$ cat src/rtl/irq_controller_cpu.sv
// Memory-mapped interrupt controller: N sources with per-channel enable, edge/level
// mode, polarity, W1C pending, software trigger and a fixed-priority active-ID readout.
module irq_controller_cpu #(
  parameter int BaseAddress     = 0,
  parameter int address_width   = 32,
  parameter int data_width      = 32,
  parameter int Address_Wording = 4,
  parameter int NumSources      = 8,
  parameter int SyncStages      = 2
) (
  input  logic                        clk_i,
  input  logic                        reset_i,
  input  logic [address_width-1:0]    address_i,
  input  logic [data_width-1:0]       data_i,
  input  logic                        rd_wr_i,
  output logic [data_width-1:0]       data_o,
  input  logic [NumSources-1:0]       irq_src_i,
  output logic                        irq_o,
  output logic [$clog2(NumSources):0] irq_id_o
);
  localparam int ID_W   = $clog2(NumSources) + 1;
  localparam int N_REGS = 6;

  if (NumSources < 1 || NumSources >= data_width) begin : g_bad_cfg
    $error("irq_controller_cpu: NumSources must lie in 1..data_width-1");
  end

  logic [NumSources-1:0] pending_r;
  logic [NumSources-1:0] enable_r;
  logic [NumSources-1:0] mode_r;
  logic [NumSources-1:0] polarity_r;
  logic [NumSources-1:0] prev_r;
  logic [NumSources-1:0] sync_s;
  logic [NumSources-1:0] cond_s;
  logic [NumSources-1:0] pend_next_s;
  logic [NumSources-1:0] act_s;
  logic [N_REGS-1:0]     match_s;
  logic [N_REGS-1:0]     wr_s;
  logic                  hit_s;
  logic [2:0]            reg_idx_s;
  logic [ID_W-1:0]       idx_s;
  logic [ID_W-1:0]       id_next_s;
  logic [data_width-1:0] rdata_s;
  logic                  unused_data_s;

  assign unused_data_s = ^data_i[data_width-1:NumSources];

  if (SyncStages > 0) begin : g_sync
    logic [SyncStages-1:0][NumSources-1:0] sync_r;
    // Synchroniser chain for possibly asynchronous sources
    always_ff @(posedge clk_i) begin
      if (reset_i) begin
        sync_r <= '0;
      end else begin
        sync_r[0] <= irq_src_i;
        for (int j = 1; j < SyncStages; j++) begin
          sync_r[j] <= sync_r[j-1];
        end
      end
    end
    assign sync_s = sync_r[SyncStages-1];
  end else begin : g_nosync
    assign sync_s = irq_src_i;
  end

  assign cond_s = sync_s ^ polarity_r;
  assign act_s  = pending_r & enable_r;

  // Address decode; register addresses are distinct so the OR-merge of indices is exact
  always_comb begin
    reg_idx_s = 3'd0;
    for (int k = 0; k < N_REGS; k++) begin
      match_s[k] = (address_i == address_width'(BaseAddress + k * Address_Wording));
      reg_idx_s  = reg_idx_s | (match_s[k] ? 3'(k) : 3'd0);
    end
    hit_s = |match_s;
    wr_s  = match_s & {N_REGS{rd_wr_i}};
  end

  // Next pending state: edge channels latch (set beats W1C), level channels follow input
  always_comb begin
    pend_next_s = pending_r;
    for (int i = 0; i < NumSources; i++) begin
      if (mode_r[i]) begin
        pend_next_s[i] = (cond_s[i] & ~prev_r[i]) | (wr_s[5] & data_i[i])
                       | (pending_r[i] & ~(wr_s[0] & data_i[i]));
      end else begin
        pend_next_s[i] = cond_s[i];
      end
    end
  end

  // Lowest-numbered active source wins
  always_comb begin
    idx_s = {ID_W{1'b0}};
    for (int i = NumSources - 1; i >= 0; i--) begin
      if (act_s[i]) begin
        idx_s = ID_W'(i);
      end else begin
        idx_s = idx_s;
      end
    end
    id_next_s           = idx_s;
    id_next_s[ID_W-1]   = |act_s;
  end

  // Read mux; ACTIVE moves the valid flag to the top data bit
  always_comb begin
    rdata_s = '0;
    if (hit_s) begin
      case (reg_idx_s)
        3'd0: rdata_s = data_width'(pending_r);
        3'd1: rdata_s = data_width'(enable_r);
        3'd2: rdata_s = data_width'(mode_r);
        3'd3: rdata_s = data_width'(polarity_r);
        3'd4: begin
          rdata_s               = data_width'(irq_id_o);
          rdata_s[ID_W-1]       = 1'b0;
          rdata_s[data_width-1] = irq_id_o[ID_W-1];
        end
        default: rdata_s = '0;
      endcase
    end else begin
      rdata_s = '0;
    end
  end

  // Register file, edge history and registered outputs
  always_ff @(posedge clk_i) begin
    if (reset_i) begin
      pending_r  <= '0;
      enable_r   <= '0;
      mode_r     <= '0;
      polarity_r <= '0;
      prev_r     <= cond_s;
      data_o     <= '0;
      irq_o      <= 1'b0;
      irq_id_o   <= '0;
    end else begin
      pending_r <= pend_next_s;
      prev_r    <= cond_s;
      if (wr_s[1]) enable_r <= data_i[NumSources-1:0];
      if (wr_s[2]) mode_r <= data_i[NumSources-1:0];
      if (wr_s[3]) polarity_r <= data_i[NumSources-1:0];
      data_o    <= rdata_s;
      irq_o     <= |act_s;
      irq_id_o  <= id_next_s;
    end
  end

endmodule

$ cat config.mk
export PLATFORM = sky130hd
export DESIGN_NAME = irq_controller_cpu
export DESIGN_NICKNAME = d
export VERILOG_FILES = /design/src/rtl/irq_controller_cpu.sv
export SDC_FILE = /design/constraint.sdc
export NUM_CORES = 1
export LEC_CHECK = 0
export ABC_AREA = 0
export CORE_MARGIN = 2
export CORE_UTILIZATION = 48
export CTS_CLUSTER_DIAMETER = 60
export DETAILED_ROUTE_END_ITERATION = 10
export GPL_ROUTABILITY_DRIVEN = 0
export PLACE_DENSITY = 0.85
export REMOVE_ABC_BUFFERS = 1
export SLEW_MARGIN = 10
export SYNTH_ARGS = -nofsm -noshare
export SYNTH_HDL_FRONTEND = slang
export SYNTH_SLANG_ARGS = --single-unit
$ cat constraint.sdc
create_clock -name clk_i -period 4.5 [get_ports clk_i]
set_clock_uncertainty 0.1 [all_clocks]
set_input_delay 0.9 -clock clk_i [delete_from_list [all_inputs] [get_ports clk_i]]
set_output_delay 0.9 -clock clk_i [all_outputs]
set_load 0.01 [all_outputs]
# Word-level counts from Yosys, hierarchy flattened

Index checks and enable logic that the tools add are counted.

Equality and inequality tests: 9
Muxes and demuxes: 21
Bitwise gates (word level): 72
Reductions and logical operators: 8

Operators with widths:

| kind                                           | count |
|---|---|
| one-hot mux 32 bit (5 select lines)            | 1 |
| == test 32 x 4 -> 1 bit, second input constant | 2 |
| == test 32 x 5 -> 1 bit, second input constant | 2 |
| AND 1 bit                                      | 32 |
| == test 32 x 3 -> 1 bit, second input constant | 1 |
| logical NOT 32 bit                             | 1 |
| two-way mux 3 bit                              | 6 |
| inverter 1 bit                                 | 17 |
| bitwise OR 1 bit                               | 16 |
| two-way mux 1 bit                              | 10 |
| AND 8 bit                                      | 1 |
| two-way mux 2 bit                              | 4 |
| OR reduction 8 bit                             | 1 |
| XOR 8 bit                                      | 1 |
| AND 6 bit                                      | 1 |
| == test 3 x 2 -> 1 bit, second input constant  | 2 |
| OR reduction 6 bit                             | 1 |
| OR reduction 5 bit                             | 1 |
| OR reduction 2 bit                             | 2 |
| == test 3 x 1 -> 1 bit, second input constant  | 1 |
| == test 3 bit, second input constant           | 1 |
| logical NOT 3 bit                              | 1 |
| bitwise OR 2 x 3 -> 3 bit                      | 1 |
| bitwise OR 3 bit                               | 1 |
| 3 further kinds                                | 3 |

Bits in registers: 92
Input port bits: 75
Output and inout port bits: 37
Word-level logic and storage cells: 122

# Depth between registers and ports, before layout

Depth after elaboration: 8
Depth in mapped cells: 7
Gate-level depth less buffers: 5

# Worst setup path before layout

Ideal clock, no wire load.

Path type: input-to-reg
Start: input port address_i[20]
End: register pending_r[5]
Library setup time: 0.122 ns
Arrival time: 2.325 ns
Required time: 4.278 ns
Setup slack: 1.953 ns
Stages: 6
Path buffers: 2
Cell sequence: or3_1 buf_2 nor4_4 buf_6 a31oi_1 a311o_1

Word-level cells in the longest chain between the ends: 7
Elaborated cells on any way between the ends: 10
Classes of those cells: eq/ne: 1; mux: 1; bitwise: 7; reduce/logical: 1

Ends and longest elaborated chain:

| item                   | RTL line | text |
|---|---|---|
| start: declaration     | 13       | `input logic [address_width-1:0] address_i,` |
| logical NOT 32 bit     | 73       | `match_s[k] = (address_i == address_width'(BaseAddress + k * Address_Wording));` |
| AND 6 bit (*)          | 77       | `wr_s = match_s & {N_REGS{rd_wr_i}};` |
| AND 1 bit              | 86       | `\| (pending_r[i] & ~(wr_s[0] & data_i[i]));` |
| inverter 1 bit         | 86       |  |
| AND 1 bit              | 86       |  |
| bitwise OR 1 bit (*)   | 86       |  |
| two-way mux 1 bit (*)  | 84       | `if (mode_r[i]) begin` |
| end signal: assignment | 140      | `pending_r <= pend_next_s;` |
| end: declaration       | 28       | `logic [NumSources-1:0] pending_r;` |

Every way passes the cells marked *; elsewhere a longest branch is shown, timed or not.
A chain may end at the register's enable or synchronous reset.

# Final worst setup path

Start: input port address_i[4]
End: register pending_r[7]

Same word-level chain as after synthesis.

==> flow_summary.toml <==
[outcome]
status = "complete, no violations"

[setup_path]
crit_required_ns = 4.63
r2r_cells = 5
r2r_start = "pending_r[6]"
path_class = "in2reg"
rrSetupSlack_ns = 3.21
worstPathArrival_ns = 3.32
startpoint = "address_i[4]"
slowest_stage = "nor4_4"
cpPeakStageDelay_ns = 0.75
end_kind = "register"
start_kind = "primary input"
cp_cell_sequence = "clkdlybuf4s50_1 -> nor3_1 -> nand3_2 -> nor4_4 -> a31oi_1 -> a311o_1"
critPathMaxFanout = 15

[placed_design]
post-place-ws_ns = 0.975
io_buffers = 64
hpwl_um = 4790
placed_cell_area_um2 = 3740

[floorplan]
die_height_um = 84.7
core_area_um2 = 6310
fp.dieArea_um2 = 7170
row_count = 29
start_util_pct = 49.5
fp.dieW_um = 84.7
io-pin-count = 112

[grt]
grt_pass1_wl_um = 10800
grt_usage_pct = 19.0
antenna_found_initial = 0
grt_pass1_vias = 2339
grt_max_degree = 36
overflow = 0

[run]
drv_cap = 0

[power_and_ir_drop]
sequentialPowerShare_pct = 51.1
power_mw = 1.23
ir_drop_mv = 0.279
p_comb_share_pct = 8.8
p_per_area_nw_per_um2 = 312
p_leak_nw = 1.45
p_clk_share_pct = 40.2
p_sw_mw = 0.279
switching_share_pct = 22.8
p_int_mw = 0.947

[sta]
setup_viol = 0
rsz0062_at_grt = "no"
slew_violations = 0
worstMarginPinSlew_ns = 0.927
finalHoldViolCount = 0
fin_setup_tns_ns = 0
fin_ws_ns = 1.31
post-route-period-util_pct = 70.8
period_minus_slack_ns = 3.19
slew_headroom_pct = 37.8
clock.fmax_ghz = 0.314

[drt]
first_pass_iters = 4
routedWlPerCell_um = 14.7
drc = 0
antenna_left = 0
wl_um = 6720
vias_per_cell = 5.29
vias = 2417
first_iter_violations = 160

[clock_network]
clkTransAtPathRegs_ns = 0.07
post-cts-setup-buffers = 0
cts_buffers = 9
cts_buffer_depth = 2
clkSinkCount = 69
cts_tree = "done"
clk_latency_ns = 0.34
h-tree-depth = 3
holdBufCountCts = 0
cts-root-buf = "clkbuf_8"
postCtsResizedCells = 0

[yosys]
synth_warnings = 0
synthArstFlopShare_pct = 0
yosysSeqAreaShare_pct = 44.2
syn_area_um2 = 3130
syn-instance-count = 310
ys.flop_type = "dfxtp_1"
ys_ff_latch = 69
syn_area_per_cell_um2 = 10.1
synth-edff-count = 0
ys_types = 38

[min_path]
hold_depth = 1
min_from = "g_sync.sync_r[5]"
min_path_type = "reg2reg"

[finish]
areaGrowthSynthToFinish_pct = 25.7
drive_gt1_share_pct = 11.3
fin_nets = 450
design_area_um2 = 3930
diodes = 0
postLayoutCoreUtil_pct = 62.2
logic make-up (layout without fill, tap and decap cells):
group	count (synthesis)	count (layout)	synth area share [%]
compound gates	40	40	9.41
xor+xnor	8	8	2.24
buf+inv	40	88	8.17
flops	69	69	44.2
mux	24	24	9.81
other cells	1	23	0.120
simple gates	128	128	26.1
registers in the layout, indices dropped and copies added, names as in the netlist:
name,cells
data_o,9
enable_r,8
g_sync.sync_r,8
mode_r,8
pending_r,8
polarity_r,8
prev_r,8
sync_s,8
irq_id_o,4
critical path, delay by kind of cell:
family	cells	cell delay, ns
compound gates	2	0.52
simple gates	3	1.29
buf+inv	1	0.59
power groups by stage:
stage	sequential [mW]	clock, mW	combinational (mW)
after floorplan	0.639	0	0.0329
after global placement	0.640	0	0.105
after detailed placement	0.640	0	0.107
after CTS	0.626	0.498	0.107
after global routing	0.627	0.528	0.115
final	0.626	0.493	0.107
synthesized netlist by cell type (4+ instances only):
master,number,area (um^2)
nor2b_1,17,106
dfxtp_1,69,1380
nand3b_1,10,75.1
nand3_1,16,80.1
a31oi_1,8,50.1
mux4_2,5,113
a32o_1,4,40.0
buf_4,25,188
a21oi_1,9,45.0
a311o_1,8,80.1
nor4_4,9,191
and2_1,5,31.3
clkbuf_1,9,33.8
xor2_1,8,70.1
mux2i_1,16,160
nand2_1,34,128
a22oi_1,4,30.0
nor2_1,25,93.8
path summary, 6_finish.rpt:
path / to
worst max-delay path: pending_r[7]
worst min-delay path: sync_s[5]
worst max register to register: irq_id_o[0]
worst min register to register: sync_s[5]
through the flow:
| step | cells | hold slack, ns |
|---|---|---|
| after floorplan | 294 | 0.314 |
| after global placement | 441 | 0.317 |
| after CTS | 457 | 0.341 |
| final | 457 | 0.335 |
| after detailed placement | 441 | 0.325 |
| after global routing | 457 | 0.354 |
placed cells by master, fill, tap and decap left out, drive strengths merged, types with 2 or more instances in the layout:
cell | synthesis | layout
nor2 | 25 | 25
buf | 29 | 7
mux2 | 3 | 3
and2 | 5 | 5
nor3 | 5 | 5
a32o | 4 | 4
xor2 | 8 | 8
mux4 | 5 | 5
nor2b | 17 | 17
clkdlybuf4s50 | 0 | 63
clkbuf | 9 | 12
inv | 2 | 2
mux2i | 16 | 16
a22oi | 4 | 4
a21oi | 9 | 9
a311o | 8 | 8
dfxtp | 69 | 69
nor4 | 9 | 9
clkinv | 0 | 2
a31oi | 8 | 8
nand3 | 17 | 17
conb | 1 | 23
nand2 | 34 | 34
nand3b | 10 | 10
o21ai | 3 | 3
cell type report:
class / instances / area [um^2]
clock buffer: 12 / 145
clock inverter: 4 / 47.5
fill: 543 / 2380
inverter: 2 / 7.51
multi-input combinational: 223 / 1570
sequential: 69 / 1380
tap: 77 / 96.3
timing repair buffer: 70 / 681
routing by layer:
layer / up-vias / global-route usage [%] / wire [um]
met5: - / 0 / 0
met4: 0 / 8.66 / 140
met3: 11 / 5.11 / 455
met2: 84 / 30.9 / 3270
met1: 1140 / 23.6 / 2850
li1: 1182 / - / -
No activity file was read; power rests on OpenSTA's default activity.
